`src/rtl/load_store_aligner_if.sv`:
```
// load_store_aligner_if
// Bundles the three handshake channels of the load/store aligner:
//   request  : req_valid/req_ready, req_load, req_store, req_funct3, req_addr, req_wdata
//   memory   : mem_valid/mem_ready, mem_we, mem_addr, mem_wstrb, mem_wdata,
//              mem_rvalid, mem_rdata
//   response : rsp_valid/rsp_ready, rsp_data, rsp_err
// Modports:
//   slave  - the aligner's view (consumes requests, drives bus beats and responses)
//   master - the environment's view (execute stage plus data memory)
interface load_store_aligner_if #(
  parameter int XLEN = 32
);
  localparam int BYTES = XLEN / 8;

  logic             req_valid;
  logic             req_ready;
  logic             req_load;
  logic             req_store;
  logic [2:0]       req_funct3;
  logic [31:0]      req_addr;
  logic [XLEN-1:0]  req_wdata;

  logic             mem_valid;
  logic             mem_ready;
  logic             mem_we;
  logic [31:0]      mem_addr;
  logic [BYTES-1:0] mem_wstrb;
  logic [XLEN-1:0]  mem_wdata;
  logic             mem_rvalid;
  logic [XLEN-1:0]  mem_rdata;

  logic             rsp_valid;
  logic             rsp_ready;
  logic [XLEN-1:0]  rsp_data;
  logic             rsp_err;

  modport slave (
    input  req_valid, req_load, req_store, req_funct3, req_addr, req_wdata,
    output req_ready,
    output mem_valid, mem_we, mem_addr, mem_wstrb, mem_wdata,
    input  mem_ready, mem_rvalid, mem_rdata,
    output rsp_valid, rsp_data, rsp_err,
    input  rsp_ready
  );

  modport master (
    output req_valid, req_load, req_store, req_funct3, req_addr, req_wdata,
    input  req_ready,
    input  mem_valid, mem_we, mem_addr, mem_wstrb, mem_wdata,
    output mem_ready, mem_rvalid, mem_rdata,
    input  rsp_valid, rsp_data, rsp_err,
    output rsp_ready
  );
endinterface

```
`src/rtl/load_store_aligner.sv`:
```
// load_store_aligner
// Load/store data path between the execute stage and a word-wide data memory port.
// A funct3-tagged request becomes one or two word-aligned bus beats with byte strobes;
// load data is merged across beats, shifted down and sign/zero-extended.
// Ports:
//   clk  - clock, all state changes on the rising edge
//   rst  - synchronous active-high reset; abandons any access in flight
//   bus  - load_store_aligner_if.slave (request, memory and response channels)
// Parameters:
//   XLEN           - 32 or 64
//   MISALIGN_SPLIT - 1: split word-crossing accesses into two beats; 0: reject them
module load_store_aligner #(
  parameter int XLEN           = 32,
  parameter bit MISALIGN_SPLIT = 1'b1
) (
  input  logic                 clk,
  input  logic                 rst,
  load_store_aligner_if.slave  bus
);

  localparam int BYTES = XLEN / 8;
  localparam int OFFW  = $clog2(BYTES);
  localparam int MW    = 2 * BYTES;
  localparam int DW    = 2 * XLEN;

  typedef enum logic [2:0] {
    IDLE,
    ISSUE0,
    WAIT0,
    ISSUE1,
    WAIT1,
    RESP
  } state_t;

  state_t state, state_next;

  logic            load_q;
  logic [2:0]      f3_q;
  logic [OFFW-1:0] off_q;
  logic [31:0]     base_q;
  logic [XLEN-1:0] wdata_q;
  logic            cross_q;
  logic            err_q;
  logic [XLEN-1:0] rdata0_q;
  logic [XLEN-1:0] rdata1_q;

  logic            req_ready_int;
  logic            accept;
  logic [OFFW-1:0] req_off;
  logic [7:0]      req_size;
  logic            req_cross;
  logic            req_legal;
  logic            req_reject;

  logic [7:0]      size_q;
  logic [MW-1:0]   mask_w;
  logic [DW-1:0]   wide_w;
  logic [DW-1:0]   wide_m;
  logic [XLEN-1:0] merged;
  logic [XLEN-1:0] ext_data;
  logic            sign_bit;

  function automatic logic is_legal(input logic ld, input logic st, input logic [2:0] f3);
    logic ok;
    ok = 1'b0;
    if (ld) begin
      case (f3)
        3'b000, 3'b001, 3'b010, 3'b100, 3'b101: ok = 1'b1;
        3'b011, 3'b110:                         ok = (XLEN == 64);
        default:                                ok = 1'b0;
      endcase
    end else if (st) begin
      case (f3)
        3'b000, 3'b001, 3'b010: ok = 1'b1;
        3'b011:                 ok = (XLEN == 64);
        default:                ok = 1'b0;
      endcase
    end
    return ok;
  endfunction

  assign req_ready_int = (state == IDLE) && !rst;
  assign accept        = bus.req_valid && req_ready_int;

  // Request decode, used only in the accept cycle.
  always_comb begin
    req_off    = bus.req_addr[OFFW-1:0];
    req_size   = 8'd1 << bus.req_funct3[1:0];
    req_cross  = (8'(req_off) + req_size) > 8'(BYTES);
    req_legal  = is_legal(bus.req_load, bus.req_store, bus.req_funct3);
    req_reject = !req_legal || (req_cross && !MISALIGN_SPLIT);
  end

  // Store lanes: the byte mask and the shifted data span two words; each beat
  // takes one half. Bytes outside the mask are forced to zero.
  always_comb begin
    size_q = 8'd1 << f3_q[1:0];
    mask_w = ((MW'(1) << size_q) - MW'(1)) << off_q;
    wide_w = {{XLEN{1'b0}}, wdata_q} << {off_q, 3'b000};
    wide_m = '0;
    for (int i = 0; i < MW; i++) begin
      wide_m[8*i +: 8] = mask_w[i] ? wide_w[8*i +: 8] : 8'h00;
    end
  end

  // Load merge and extension. rdata1_q is cleared on accept so a single-beat
  // load shifts in zeros from the upper word.
  always_comb begin
    merged = XLEN'({rdata1_q, rdata0_q} >> {off_q, 3'b000});
    case (f3_q[1:0])
      2'b00:   sign_bit = merged[7];
      2'b01:   sign_bit = merged[15];
      2'b10:   sign_bit = merged[31];
      default: sign_bit = merged[XLEN-1];
    endcase
    ext_data = '0;
    for (int b = 0; b < XLEN; b++) begin
      if (b < 8 * int'(size_q)) ext_data[b] = merged[b];
      else                      ext_data[b] = !f3_q[2] && sign_bit;
    end
  end

  always_ff @(posedge clk) begin
    if (rst) state <= IDLE;
    else     state <= state_next;
  end

  // Next state and bus outputs. Bus fields are gated by mem_valid so they read
  // as zero whenever no beat is being offered, including during reset.
  always_comb begin
    state_next    = state;
    bus.req_ready = req_ready_int;
    bus.mem_valid = 1'b0;
    bus.mem_we    = 1'b0;
    bus.mem_addr  = '0;
    bus.mem_wstrb = '0;
    bus.mem_wdata = '0;
    bus.rsp_valid = 1'b0;
    bus.rsp_data  = '0;
    bus.rsp_err   = 1'b0;

    case (state)
      IDLE: begin
        if (accept) state_next = req_reject ? RESP : ISSUE0;
      end
      ISSUE0: begin
        bus.mem_valid = 1'b1;
        bus.mem_we    = !load_q;
        bus.mem_addr  = base_q;
        bus.mem_wstrb = load_q ? '0 : mask_w[BYTES-1:0];
        bus.mem_wdata = load_q ? '0 : wide_m[XLEN-1:0];
        if (bus.mem_ready) begin
          if (load_q)       state_next = WAIT0;
          else if (cross_q) state_next = ISSUE1;
          else              state_next = RESP;
        end
      end
      WAIT0: begin
        if (bus.mem_rvalid) state_next = cross_q ? ISSUE1 : RESP;
      end
      ISSUE1: begin
        bus.mem_valid = 1'b1;
        bus.mem_we    = !load_q;
        bus.mem_addr  = base_q + 32'(BYTES);
        bus.mem_wstrb = load_q ? '0 : mask_w[MW-1:BYTES];
        bus.mem_wdata = load_q ? '0 : wide_m[DW-1:XLEN];
        if (bus.mem_ready) state_next = load_q ? WAIT1 : RESP;
      end
      WAIT1: begin
        if (bus.mem_rvalid) state_next = RESP;
      end
      RESP: begin
        bus.rsp_valid = 1'b1;
        bus.rsp_err   = err_q;
        bus.rsp_data  = (load_q && !err_q) ? ext_data : '0;
        if (bus.rsp_ready) state_next = IDLE;
      end
      default: state_next = IDLE;
    endcase
  end

  // Request latch and read-data capture.
  always_ff @(posedge clk) begin
    if (rst) begin
      load_q   <= 1'b0;
      f3_q     <= '0;
      off_q    <= '0;
      base_q   <= '0;
      wdata_q  <= '0;
      cross_q  <= 1'b0;
      err_q    <= 1'b0;
      rdata0_q <= '0;
      rdata1_q <= '0;
    end else begin
      if (accept) begin
        load_q   <= bus.req_load;
        f3_q     <= bus.req_funct3;
        off_q    <= req_off;
        base_q   <= {bus.req_addr[31:OFFW], {OFFW{1'b0}}};
        wdata_q  <= bus.req_wdata;
        cross_q  <= req_cross;
        err_q    <= req_reject;
        rdata0_q <= '0;
        rdata1_q <= '0;
      end
      if (state == WAIT0 && bus.mem_rvalid) rdata0_q <= bus.mem_rdata;
      if (state == WAIT1 && bus.mem_rvalid) rdata1_q <= bus.mem_rdata;
    end
  end

endmodule

```
`src/flat_wrapper.sv`:
```
// flat-port wrapper written by rule: the top's interface ports become plain ports
module load_store_aligner_flat 
#(
  parameter int XLEN           = 32,
  parameter bit MISALIGN_SPLIT = 1'b1
)
  (clk, rst, bus_req_valid, bus_req_load, bus_req_store, bus_req_funct3, bus_req_addr, bus_req_wdata, bus_req_ready, bus_mem_valid, bus_mem_we, bus_mem_addr, bus_mem_wstrb, bus_mem_wdata, bus_mem_ready, bus_mem_rvalid, bus_mem_rdata, bus_rsp_valid, bus_rsp_data, bus_rsp_err, bus_rsp_ready);
  load_store_aligner_if #(.XLEN(XLEN)) bus_i ();
  input  logic clk;
  input  logic rst;
  input wire logic [$bits(bus_i.req_valid)-1:0] bus_req_valid;
  input wire logic [$bits(bus_i.req_load)-1:0] bus_req_load;
  input wire logic [$bits(bus_i.req_store)-1:0] bus_req_store;
  input wire logic [$bits(bus_i.req_funct3)-1:0] bus_req_funct3;
  input wire logic [$bits(bus_i.req_addr)-1:0] bus_req_addr;
  input wire logic [$bits(bus_i.req_wdata)-1:0] bus_req_wdata;
  output wire logic [$bits(bus_i.req_ready)-1:0] bus_req_ready;
  output wire logic [$bits(bus_i.mem_valid)-1:0] bus_mem_valid;
  output wire logic [$bits(bus_i.mem_we)-1:0] bus_mem_we;
  output wire logic [$bits(bus_i.mem_addr)-1:0] bus_mem_addr;
  output wire logic [$bits(bus_i.mem_wstrb)-1:0] bus_mem_wstrb;
  output wire logic [$bits(bus_i.mem_wdata)-1:0] bus_mem_wdata;
  input wire logic [$bits(bus_i.mem_ready)-1:0] bus_mem_ready;
  input wire logic [$bits(bus_i.mem_rvalid)-1:0] bus_mem_rvalid;
  input wire logic [$bits(bus_i.mem_rdata)-1:0] bus_mem_rdata;
  output wire logic [$bits(bus_i.rsp_valid)-1:0] bus_rsp_valid;
  output wire logic [$bits(bus_i.rsp_data)-1:0] bus_rsp_data;
  output wire logic [$bits(bus_i.rsp_err)-1:0] bus_rsp_err;
  input wire logic [$bits(bus_i.rsp_ready)-1:0] bus_rsp_ready;
  assign bus_i.req_valid = bus_req_valid;
  assign bus_i.req_load = bus_req_load;
  assign bus_i.req_store = bus_req_store;
  assign bus_i.req_funct3 = bus_req_funct3;
  assign bus_i.req_addr = bus_req_addr;
  assign bus_i.req_wdata = bus_req_wdata;
  assign bus_req_ready = bus_i.req_ready;
  assign bus_mem_valid = bus_i.mem_valid;
  assign bus_mem_we = bus_i.mem_we;
  assign bus_mem_addr = bus_i.mem_addr;
  assign bus_mem_wstrb = bus_i.mem_wstrb;
  assign bus_mem_wdata = bus_i.mem_wdata;
  assign bus_i.mem_ready = bus_mem_ready;
  assign bus_i.mem_rvalid = bus_mem_rvalid;
  assign bus_i.mem_rdata = bus_mem_rdata;
  assign bus_rsp_valid = bus_i.rsp_valid;
  assign bus_rsp_data = bus_i.rsp_data;
  assign bus_rsp_err = bus_i.rsp_err;
  assign bus_i.rsp_ready = bus_rsp_ready;
  load_store_aligner #(.XLEN(XLEN), .MISALIGN_SPLIT(MISALIGN_SPLIT)) u_core (.clk(clk), .rst(rst), .bus(bus_i));
endmodule
```
`config.mk`:
```
export PLATFORM = sky130hd
export DESIGN_NAME = load_store_aligner_flat
export DESIGN_NICKNAME = d
export VERILOG_FILES = /design/src/rtl/load_store_aligner_if.sv /design/src/rtl/load_store_aligner.sv /design/src/flat_wrapper.sv
export SDC_FILE = /design/constraint.sdc
export NUM_CORES = 1
export LEC_CHECK = 0
export CAP_MARGIN = 25
export CORE_MARGIN = 5
export CORE_UTILIZATION = 25
export CTS_BUF_LIST = sky130_fd_sc_hd__clkbuf_4
export CTS_CLUSTER_DIAMETER = 50
export DETAILED_ROUTE_END_ITERATION = 10
export GPL_TIMING_DRIVEN = 0
export PLACE_DENSITY = 0.48
export SLEW_MARGIN = 20
export SYNTH_ARGS = -nofsm -noshare
export SYNTH_HDL_FRONTEND = slang
export SYNTH_SLANG_ARGS = --single-unit
```
`constraint.sdc`:
```
create_clock -name clk -period 4.62 [get_ports clk]
set_input_delay 0.924 -clock clk [delete_from_list [all_inputs] [get_ports clk]]
set_output_delay 0.924 -clock clk [all_outputs]
set_load 0.01 [all_outputs]
```
Word level (Yosys, flattened, before mapping)
Index checks and enable logic that the tools add are counted.
- equality and inequality tests: 16
- multiplexer cells: 72
- add/sub/neg operators: 3
- shifts and indexed selects: 6
- reductions and logical operators: 20
- $lt $le $gt $ge: 33
- operators by type and width (cell ; number):
    32-bit 2-to-1 mux ; 7
    5-bit by 11-bit less-than comparator with 1-bit output, first input constant ; 16
    32-bit one-hot mux with 2 select lines ; 2
    4-bit by 11-bit less-than comparator with 1-bit output, first input constant ; 8
    8-bit 2-to-1 mux ; 8
    32-bit by 5-bit << shifter with 64-bit output ; 1
    64-bit by 5-bit >> shifter with 32-bit output ; 1
    3-bit by 11-bit less-than comparator with 1-bit output, first input constant ; 4
    1-bit 2-to-1 mux ; 41
    32-bit by 3-bit adder with 32-bit output, second input constant ; 1
    3-bit 2-to-1 mux ; 9
    1-bit by 11-bit less-than comparator with 1-bit output, first input constant ; 2
    2-bit by 11-bit less-than comparator with 1-bit output, first input constant ; 2
    3-bit one-hot mux with 6 select lines ; 1
    1-bit by 2-bit << shifter with 8-bit output, first input constant ; 2
    3-bit == test, second input constant ; 4
    2-bit != test, second input constant ; 5
    3-bit by 2-bit == test with 1-bit output, second input constant ; 3
    2-bit by 8-bit adder with 8-bit output ; 1
    8-bit by 3-bit > comparator with 1-bit output, second input constant ; 1
    4-bit 2-to-1 mux ; 2
    4-bit one-hot mux with 2 select lines ; 1
    1-bit by 8-bit << shifter with 8-bit output, first input constant ; 1
    8-bit by 2-bit << shifter with 8-bit output ; 1
    14 further kinds ; 26
- input bits: 107
- logic and storage cells: 160
- flip-flop bits (word level): 137
- output and inout port bits: 105

Depth between registers and ports, before layout
Gate-level depths: netlist of run 1.
- depth in word-level cells: 8
- depth in mapped cells: 7
- mapped depth without buffers: 7

Worst setup path before layout of run 1
Ideal clock, no wire load.
- kind: flip-flop to output port
- start: register u_core.base_q[5]
- end: output bus_mem_addr[25]
- stages on the path, launching flop included: 6
- required time: 3.696 ns
- path slack: 1.729 ns
- arrival time: 1.967 ns
- path buffers: 1
- cells stage by stage: dfxtp_1 nand4_2 or4_1 buf_2 or4_1 a21oi_1
- word-level cells in the longest chain between the ends: 2
- ends and longest elaborated chain (item ; line ; RTL):
    from (decl) ; load_store_aligner.sv:40 ; logic [31:0] base_q;
    from (signal assigned) ; load_store_aligner.sv:199 ; base_q <= {bus.req_addr[31:OFFW], {OFFW{1'b0}}};
    32-bit by 3-bit adder with 32-bit output ; load_store_aligner.sv:164 ; bus.mem_addr = base_q + 32'(BYTES);
    32-bit one-hot mux with 2 select lines ; load_store_aligner.sv:142 ; case (state)
    to (decl) ; flat_wrapper.sv:20 ; output wire logic [$bits(bus_i.mem_addr)-1:0] bus_mem_addr;
Every way passes these cells.

Worst setup path after layout of run 1
- start: register u_core.state[1]
- end: output bus_mem_wdata[19]
- word-level cells in the longest chain between the ends: 2
- elaborated cells between the ends (all ways): 3
- those cells by class: 2 x eq/ne; 1 x mux
- ends and longest elaborated chain (item ; line ; RTL):
    from (decl) ; load_store_aligner.sv:35 ; state_t state, state_next;
    from (signal assigned) ; load_store_aligner.sv:125 ; else state <= state_next;
    3-bit by 2-bit == test with 1-bit output or 3-bit by 1-bit == test with 1-bit output (tied branches) ; load_store_aligner.sv:142 ;
    32-bit one-hot mux with 2 select lines * ; load_store_aligner.sv:142 ;
    to (decl) ; flat_wrapper.sv:22 ; output wire logic [$bits(bus_i.mem_wdata)-1:0] bus_mem_wdata;
Mark *: on every way between the ends. The rest lies on a longest branch, timed or not.

==> impl_metrics.toml, run 1 <==
[sta]
final-setup-viol-count = 0
relSlewSlack_pct = 41.1
final.setup_skew_ns = 0.0248
fin_crit_ns = 4.38
worstMarginPinSlew_ns = 0.884
rsz0062_at_grt = "false"
finalMaxSlewViolations = 0
hold_slack_ns = 0.480
fin_crit_sh_pct = 94.8
tns_ns = 0
hold_viol = 0
max_freq_mhz = 228
layout_setup_ws_ns = 0.240

[setup_path]
critPathKind = "register to output pin"
r2r_cells = 7
r2r_start = "u_core.state[1]"
worstPathArrival_ns = 3.46
required_ns = 3.70
r2r_end = "u_core.base_q[3]"
worstPathMaxFanout = 10
cpPeakStageDelay_ns = 0.60
crit_path_start_kind = "register"
path_cells = "clkbuf_1 > nor4bb_1 > nand3_1 > nor2_2 > a22o_1 > clkdlybuf4s50_1"
end_kind = "output pin"
crit_slowest_cell = "clkdlybuf4s50_1"
r2r_slack_ns = 2.11

[clocking]
clk_path_buf_depth = 2
cts_num_sinks = 129
numCtsBuffers = 17
cts_root_buf = "clkbuf_4"
cts_tree = "yes"
clkLatencyLatePin_ns = 0.55
holdBufCountCts = 0
cts.clk_slew.worst_paths_ns = 0.11
htreeDepth = 4

[placed_design]
io_buffer_count = 209
place_area_um2 = 10500
pre_cts_ws_ns = 0.619
place_hpwl_um = 26000
place_congestion = 0.857
dp_cells = 1624

[finish]
nNetsFinal = 1350
stdcell_area_um2 = 10900
multi_input_area_um2 = 4910
fin_cells = 1658
register_area_um2 = 2580
synthToLayoutAreaGrowth_pct = 37.3
layout-drive-gt1-share_pct = 6.70
fill_cells = 3352

[detailed_routing]
wl_per_cell_um = 20.3
viasPerCell = 5.13
wl_um = 33700
dr.pass1.iters = 5
drt_first_iter_violations = 612
drc_errors = 0
antenna_left = 0
dr_total_vias = 8501

[floorplan]
die_x_um = 188
die_area_um2 = 35300
start_util_pct = 25.2
core.rowCount = 65
fp.dieH_um = 188
ioPinCount = 212
coreArea_um2 = 31400

[grt]
antenna_found_initial = 2
gr-total-overflow = 0
grt_pass1_wl_um = 51000
first_global_vias = 8366
track_usage_pct = 18.5
grt_start_max_net_pins = 17

[min_path]
whs_path_depth = 2
holdCritStartpoint = "u_core.rdata0_q[15]"
hold_class = "register to register"
hold_path_end = "u_core.rdata0_q[15]"

[outcome]
outcome = "finished clean"

[pwr]
vdd_drop_max_mv = 0.146
leakagePower_nw = 3.63
powerDensity_nw_per_um2 = 274

[logic_synthesis]
synth-edff-count = 0
syn-cell-area_um2 = 7910
synth_area_per_cell_um2 = 7.82
yosysSeqAreaShare_pct = 32.7
synth.distinct_cells = 54
synth_warnings = 0
synthFlopType = "dfxtp_1"
synthesis.instances = 1011
ys_ff_latch = 129
async_flop_share_pct = 0

[run]
drv_cap = 0
==> cell usage in the layout, fill, tap and decap left out, drive strengths merged, types with 18 or more instances in the layout <==
cell type,Yosys,layout
nand2,217,217
clkdlybuf4s50,0,209
dfxtp,129,129
clkbuf,73,96
a21oi,77,77
nand3,75,75
nand3b,60,60
nor2,47,47
mux2i,45,45
a211oi,34,34
mux4,28,28
buf,23,22
o22ai,19,19
o31ai,18,18
==> routing by layer <==
layer,global-route usage [%],share of wire (%),vias to the layer above
met2,30.8,48,309
met1,24.6,45,4067
met5,0,0.033,-
met4,4.38,1.8,2
met3,3.93,5.9,37
li1,-,-,4086
==> cell type report <==
class                      count  area share [%]
multi-input combinational    773            45.3
sequential                   129            23.8
timing repair buffer         210            19.3
tap                          402            4.64
buffer                        96            3.51
clock inverter                11            1.50
clock buffer                  21            1.45
inverter                      14           0.484
antenna                        2          0.0461
==> Yosys cell counts, drive strengths merged (19+ instances only) <==
| cell | instances | area, um2 |
|---|---|---|
| dfxtp | 129 | 2580 |
| mux2i | 45 | 450 |
| nand2 | 217 | 815 |
| a211oi | 34 | 255 |
| nand3b | 60 | 450 |
| o22ai | 19 | 119 |
| buf | 23 | 104 |
| mux4 | 28 | 631 |
| a21oi | 77 | 385 |
| nand3 | 75 | 375 |
| clkbuf | 73 | 274 |
| nor2 | 47 | 176 |
==> repair_timing <==
| action | 4_1_cts | 5_1_grt |
|---|---|---|
| resized for setup | 0 | 4 |
| setup endpoints to repair | 0 | 16 |
| buffers inserted | 0 | 0 |
==> per-stage QoR <==
step	power, mW	utilization, %
final	2.97	34.6
after global routing	3.12	34.6
after CTS	2.99	34.5
after detailed placement	2.09	33.5
after global placement	2.08	33.5
after floorplan	1.72	-
==> where the power goes <==
part | switching (mW) | internal [mW] | leakage (nW) | total, mW
clock network | 0.454 | 0.450 | 0.173 | 0.904
registers | 0.0930 | 1.19 | 1.05 | 1.29
logic | 0.448 | 0.329 | 2.40 | 0.777
total | 0.995 | 1.97 | 3.63 | 2.97
==> worst max-delay path by stage <==
stage | slack [ns] | startpoint | depth (start not counted) | end
finish | 0.24 | u_core.state[1] | 6 | bus_mem_wdata[19]
global placement | 0.16 | u_core.f3_q[0] | 6 | bus_mem_wdata[3]
CTS | 0.002 | u_core.state[1] | 6 | bus_mem_wdata[22]
detailed placement | 0.62 | u_core.state[1] | 6 | bus_mem_wdata[22]
floorplan | 1.73 | u_core.base_q[5] | 5 | bus_mem_addr[25]
global route | 0.02 | u_core.state[1] | 6 | bus_mem_wdata[18]
==> cells by family (layout without fill, tap and decap cells) <==
kind of cell	Yosys count	count (layout)	share of synthesized area (%)
compound gates	199	199	16.1
xor+xnor	13	13	1.44
fa+ha+maj	2	2	0.411
buf+inv	110	352	5.44
flops	129	129	32.7
mux	73	73	13.7
other cells	1	4	0.0474
simple gates	484	484	30.2
==> worst max-delay path, delay by kind of cell (launching register included) <==
family | cells | cell delay [ns]
AO/OA/AOI/OAI | 1 | 0.22
buffers and inverters | 2 | 0.96
AND/OR/NAND/NOR | 3 | 1.41
flip-flops | 1 | 0.32
==> registers in the layout, indices dropped and copies added, names as in the netlist <==
name / count
u_core.cross_q: 1
u_core.rdata1_q: 24
u_core.off_q: 2
u_core.base_q: 30
u_core.err_q: 1
u_core.load_q: 1
u_core.rdata0_q: 32
u_core.f3_q: 3
u_core.wdata_q: 32
u_core.state: 3
Power figures use the tool's default switching activity.
==> inputs of run 2 (changes only) <==
--- a/config.mk
+++ b/config.mk
@@ -9,11 +9,11 @@
 export CORE_MARGIN = 5
 export CORE_UTILIZATION = 25
 export CTS_BUF_LIST = sky130_fd_sc_hd__clkbuf_4
-export CTS_CLUSTER_DIAMETER = 50
+export CTS_CLUSTER_DIAMETER = 80
 export DETAILED_ROUTE_END_ITERATION = 10
 export GPL_TIMING_DRIVEN = 0
 export PLACE_DENSITY = 0.48
-export SLEW_MARGIN = 20
+export SLEW_MARGIN = 15
 export SYNTH_ARGS = -nofsm -noshare
 export SYNTH_HDL_FRONTEND = slang
 export SYNTH_SLANG_ARGS = --single-unit
==> run 2 against run 1 <==
Via count grew 0.59%; sequential power about the same; critical path type unchanged; critical path depth up 1; combinational power about the same; power rose by 1.5%; largest power group unchanged; worst hold slack worse by 0.0088 ns.
==> impl_metrics.toml, run 2 (same netlist as run 1, synthesis figures left out) <==
[outcome]
outcome = "finished clean"

[clocking]
htreeDepth = 4
cts_root_buf = "clkbuf_4"
clkLatencyLatePin_ns = 0.54
holdBufCountCts = 0
clk_path_buf_depth = 2
post_cts.repair.setup_buffers = 0
cts.clk_slew.worst_paths_ns = 0.11
cts_tree = "yes"
numCtsBuffers = 17
cts_num_sinks = 129

[sta]
hold_viol = 0
max_freq_mhz = 230
fin_crit_ns = 4.35
finalMaxSlewViolations = 0
final-setup-viol-count = 0
layout_setup_ws_ns = 0.274
rsz0062_at_grt = "false"
tns_ns = 0
worstMarginPinSlew_ns = 0.905
relSlewSlack_pct = 39.5
final.setup_skew_ns = 0.0171
hold_slack_ns = 0.472
fin_crit_sh_pct = 94.1

[detailed_routing]
drt_first_iter_violations = 762
wl_um = 33800
dr_total_vias = 8551
wl_per_cell_um = 20.4
antenna_left = 0
viasPerCell = 5.16
dr.pass1.iters = 7
drc_errors = 0

[grt]
grt_start_max_net_pins = 17
antenna_found_initial = 3
first_global_vias = 8398
track_usage_pct = 18.5
grt_pass1_wl_um = 50700
gr-total-overflow = 0

[setup_path]
worstPathMaxFanout = 10
r2r_slack_ns = 2.05
crit_path_start_kind = "register"
required_ns = 3.70
r2r_end = "u_core.rdata0_q[31]"
worstPathArrival_ns = 3.42
r2r_cells = 6
path_cells = "clkbuf_1 > inv_1 > and3_1 > nand3b_1 > clkbuf_1 > a211oi_1 > clkdlybuf4s50_1"
startpoint = "u_core.state[1]"
cpPeakStageDelay_ns = 0.62
crit_slowest_cell = "clkdlybuf4s50_1"
cp_num_buf_inv = 4
cp_common_cell = "clkbuf_1"
critPathKind = "register to output pin"
r2r_start = "u_core.state[1]"
critPathTopFamily = "buffers and inverters"
end_kind = "output pin"

[floorplan]
fp.dieH_um = 188
start_util_pct = 25.2
ioPinCount = 212
core.rowCount = 65
die_x_um = 188
die_area_um2 = 35300
coreArea_um2 = 31400

[min_path]
whs_path_depth = 2
holdCritStartpoint = "u_core.rdata0_q[0]"
hold_path_end = "u_core.rdata0_q[0]"
hold_class = "register to register"

[placed_design]
place_hpwl_um = 26000
place_congestion = 0.857
place_area_um2 = 10500
dp_cells = 1624
pre_cts_ws_ns = 0.598
io_buffer_count = 209

[finish]
fin_cells = 1658
synthToLayoutAreaGrowth_pct = 37.6
nNetsFinal = 1350
mostFrequentLayoutCell = "nand2_1"
mostFrequentLayoutCells = "217 x nand2_1, 209 x clkdlybuf4s50_1, 129 x dfxtp_1, 77 x a21oi_1, 75 x nand3_1"
stdcell_area_um2 = 10900
layout-drive-gt1-share_pct = 6.62
finish.utilization_pct = 34.7
top_regs = "u_core.rdata0_q x32, u_core.wdata_q x32, u_core.base_q x30"

[pwr]
powerDensity_nw_per_um2 = 277
vdd_drop_max_mv = 0.138
leakagePower_nw = 3.64
fin_total_pwr_mw = 3.01

[run]
drv_cap = 0
==> run 2: final cells by class <==
cell class              instances  area [um2]
fillers                      3354       20500
multi-input cells             773        4920
flip-flops and latches        129        2580
repair buffers                210        2100
well taps                     402         503
plain buffers                  96         380
clock inverters                12         189
clock buffers                  20         150
inverters                      14        52.6
diodes                          2        5.00
==> run 2: repair_timing <==
| action | in CTS | in global routing |
|---|---|---|
| resized for setup | 1 | 3 |
| endpoints found under the setup margin | 7 | 13 |
| hold endpoints to repair | 0 | 0 |
==> run 2: metal layers <==
| layer | vias up | part of all wire, % | global-route usage [%] |
|---|---|---|---|
| met5 | - | 0.056 | 0 |
| met2 | 322 | 47 | 30.4 |
| met3 | 52 | 6.8 | 3.70 |
| met1 | 4069 | 44 | 24.6 |
| li1 | 4104 | - | - |
| met4 | 4 | 2.5 | 5.34 |
==> run 2: worst reg2reg max path: stages, from the launching register on <==
cell      delay (ns)
dfxtp_1         0.32
clkbuf_1        0.38
nand2b_1        0.18
nor3b_1         0.78
clkbuf_1        0.48
nand2_1         0.21
a21oi_1         0.16
==> run 2: report_power, final <==
group          internal (mW)  switching, mW  leakage [nW]
clock                  0.497          0.450         0.183
sequential              1.19         0.0923          1.05
combinational          0.329          0.450          2.40
total                   2.02          0.992          3.64
==> run 2: worst max path at each step <==
stage / to / slack [ns] / cells past startpoint
finish: bus_rsp_data[15] / 0.27 / 7
CTS: bus_mem_wdata[14] / 0.12 / 7
floorplan: bus_mem_addr[25] / 1.73 / 5
global route: bus_rsp_data[31] / 0.04 / 7
detailed placement: bus_mem_wdata[22] / 0.60 / 6
global placement: bus_mem_wdata[3] / 0.16 / 6
==> inputs of run 3 (changes only) <==
--- a/config.mk
+++ b/config.mk
@@ -7,12 +7,12 @@
 export LEC_CHECK = 0
 export CAP_MARGIN = 25
 export CORE_MARGIN = 5
-export CORE_UTILIZATION = 25
-export CTS_BUF_LIST = sky130_fd_sc_hd__clkbuf_4
+export CORE_UTILIZATION = 53
+export CTS_BUF_LIST = sky130_fd_sc_hd__clkbuf_4 sky130_fd_sc_hd__clkbuf_8 sky130_fd_sc_hd__clkbuf_16
 export CTS_CLUSTER_DIAMETER = 80
 export DETAILED_ROUTE_END_ITERATION = 10
 export GPL_TIMING_DRIVEN = 0
-export PLACE_DENSITY = 0.48
+export PLACE_DENSITY = 0.87
 export SLEW_MARGIN = 15
 export SYNTH_ARGS = -nofsm -noshare
 export SYNTH_HDL_FRONTEND = slang
==> run 3 against run 2 <==
Power up 11%; global-route usage grew 14 points; clock skew shrank 0.011 ns; flip-flop and latch count is the same; fmax rose by 0.11%; critical path depth decreased by 1; sequential power hardly changed; setup slack improved by 0.0046 ns; core utilization is 39 points higher; clock power grew 35%; register-to-register slack is essentially flat; combinational power is 2% lower.
==> impl_metrics.toml, run 3 (same netlist as run 1, synthesis figures left out) <==
[grt]
grt_start_max_net_pins = 17
track_usage_pct = 32.5
grt_pass1_wl_um = 45600
antenna_found_initial = 0
gr-total-overflow = 0
first_global_vias = 8479

[detailed_routing]
met3WireLength_um = 4030
viasPerCell = 6.31
wl_um = 29800
dr_total_vias = 9074
wl_met1_um = 11200
wl_met2_um = 13500
top_layer_used = "met4"
drc_errors = 0
wl_per_cell_um = 20.8
drt_first_iter_violations = 1418
dr.pass1.iters = 6
antenna_left = 0

[sta]
rsz0062_at_grt = "false"
tns_ns = 0
fin_crit_sh_pct = 94.0
max_freq_mhz = 230
final-setup-viol-count = 0
layout_setup_ws_ns = 0.279
fin_crit_ns = 4.34
worstMarginPinSlew_ns = 1.05
relSlewSlack_pct = 29.6
hold_slack_ns = 0.472
hold_viol = 0
final.setup_skew_ns = 0.00591
finalMaxSlewViolations = 0

[placed_design]
io_buffer_count = 209
place_hpwl_um = 21800
pre_cts_ws_ns = 0.641
place_congestion = 0.974

[finish]
layout-drive-gt1-share_pct = 6.62
nNetsFinal = 1350
mostFrequentLayoutCells = "217 x nand2_1, 209 x clkdlybuf4s50_1, 129 x dfxtp_1, 77 x a21oi_1, 75 x nand3_1"
fill_cells = 1107
top_regs = "u_core.rdata0_q x32, u_core.wdata_q x32, u_core.base_q x30"
n_antenna_cell = 0
synthToLayoutAreaGrowth_pct = 36.7
mostFrequentLayoutCell = "nand2_1"

[floorplan]
fp.dieH_um = 132
ioPinCount = 212
coreArea_um2 = 14600
start_util_pct = 54.2
core.rowCount = 44
die_area_um2 = 17500
die_x_um = 132

[setup_path]
end_kind = "output pin"
critPathKind = "register to output pin"
crit_path_start_kind = "register"
worstPathArrival_ns = 3.42
r2r_start = "u_core.state[1]"
startpoint = "u_core.state[1]"
worstPathMaxFanout = 10
required_ns = 3.70

[pwr]
powerDensity_nw_per_um2 = 309
vdd_drop_max_mv = 0.294
leakagePower_nw = 3.71

[clocking]
cts_tree = "yes"
htreeDepth = 4
clkLatencyLatePin_ns = 0.43
clk_path_buf_depth = 2
holdBufCountCts = 0
numCtsBuffers = 17
cts_root_buf = "clkbuf_16"
cts.clk_slew.worst_paths_ns = 0.06
cts_num_sinks = 129
post_cts.repair.setup_buffers = 0
post_cts_resized = 0

[min_path]
hold_class = "register to register"
holdCritStartpoint = "u_core.rdata0_q[3]"

[run]
drv_cap = 0

[outcome]
outcome = "finished clean"
## run 3: cell types whose count changed in the layout (fill, tap and decap cells not counted), sizes merged
cell / before / now
bufinv: 5 / 1
clkbuf: 95 / 91
clkinvlp: 0 / 4
buf: 22 / 24
diode: 2 / 0
inv: 14 / 15
## run 3: layout make-up
type	instances	area, um2	share of cell area [%]
clock buffer	18	439	4.06
sequential	129	2580	23.9
inverter	14	52.6	0.486
multi-input combinational	773	4910	45.4
buffer	96	378	3.50
clock inverter	13	115	1.07
timing repair buffer	210	2100	19.4
tap	184	230	2.13
## run 3: path summary, 6_finish.rpt
kind,to,slack [ns],cells after the start
worst min register to register,u_core.rdata0_q[3],0.47,2
worst min-delay path,u_core.rdata0_q[3],0.47,2
worst max-delay path,bus_mem_wdata[16],0.28,6
worst max register to register,u_core.rdata0_q[25],2.04,6
## run 3: power breakdown
part / internal (mW) / switching [mW] / leakage [nW]
clock network: 0.749 / 0.527 / 0.264
registers: 1.19 / 0.0967 / 1.05
logic: 0.329 / 0.438 / 2.40
total: 2.27 / 1.06 / 3.71
## run 3: through the flow
step	instances	cell area [um2]	total power [mW]	util [%]
CTS	1437	10800	3.31	74.1
floorplan	1012	7910	1.72	-
global placement	1405	10200	2.03	70.1
detailed placement	1406	10300	2.05	70.3
finish	1437	10800	3.33	74.1
global route	1437	10800	3.44	74.1
## run 3: per-layer routing
layer	global-route usage, %	up-vias
li1	-	4084
met1	41.4	4215
met2	50.5	681
met3	10.6	94
met4	13.8	0
met5	0	-
## run 3: worst max-delay path: stages, from the launching register on
cell,delay (ns)
dfxtp_1,0.31
clkbuf_1,0.35
nor4bb_1,0.48
nand3_1,0.47
nor2_2,0.55
a22o_1,0.27
clkdlybuf4s50_1,0.56
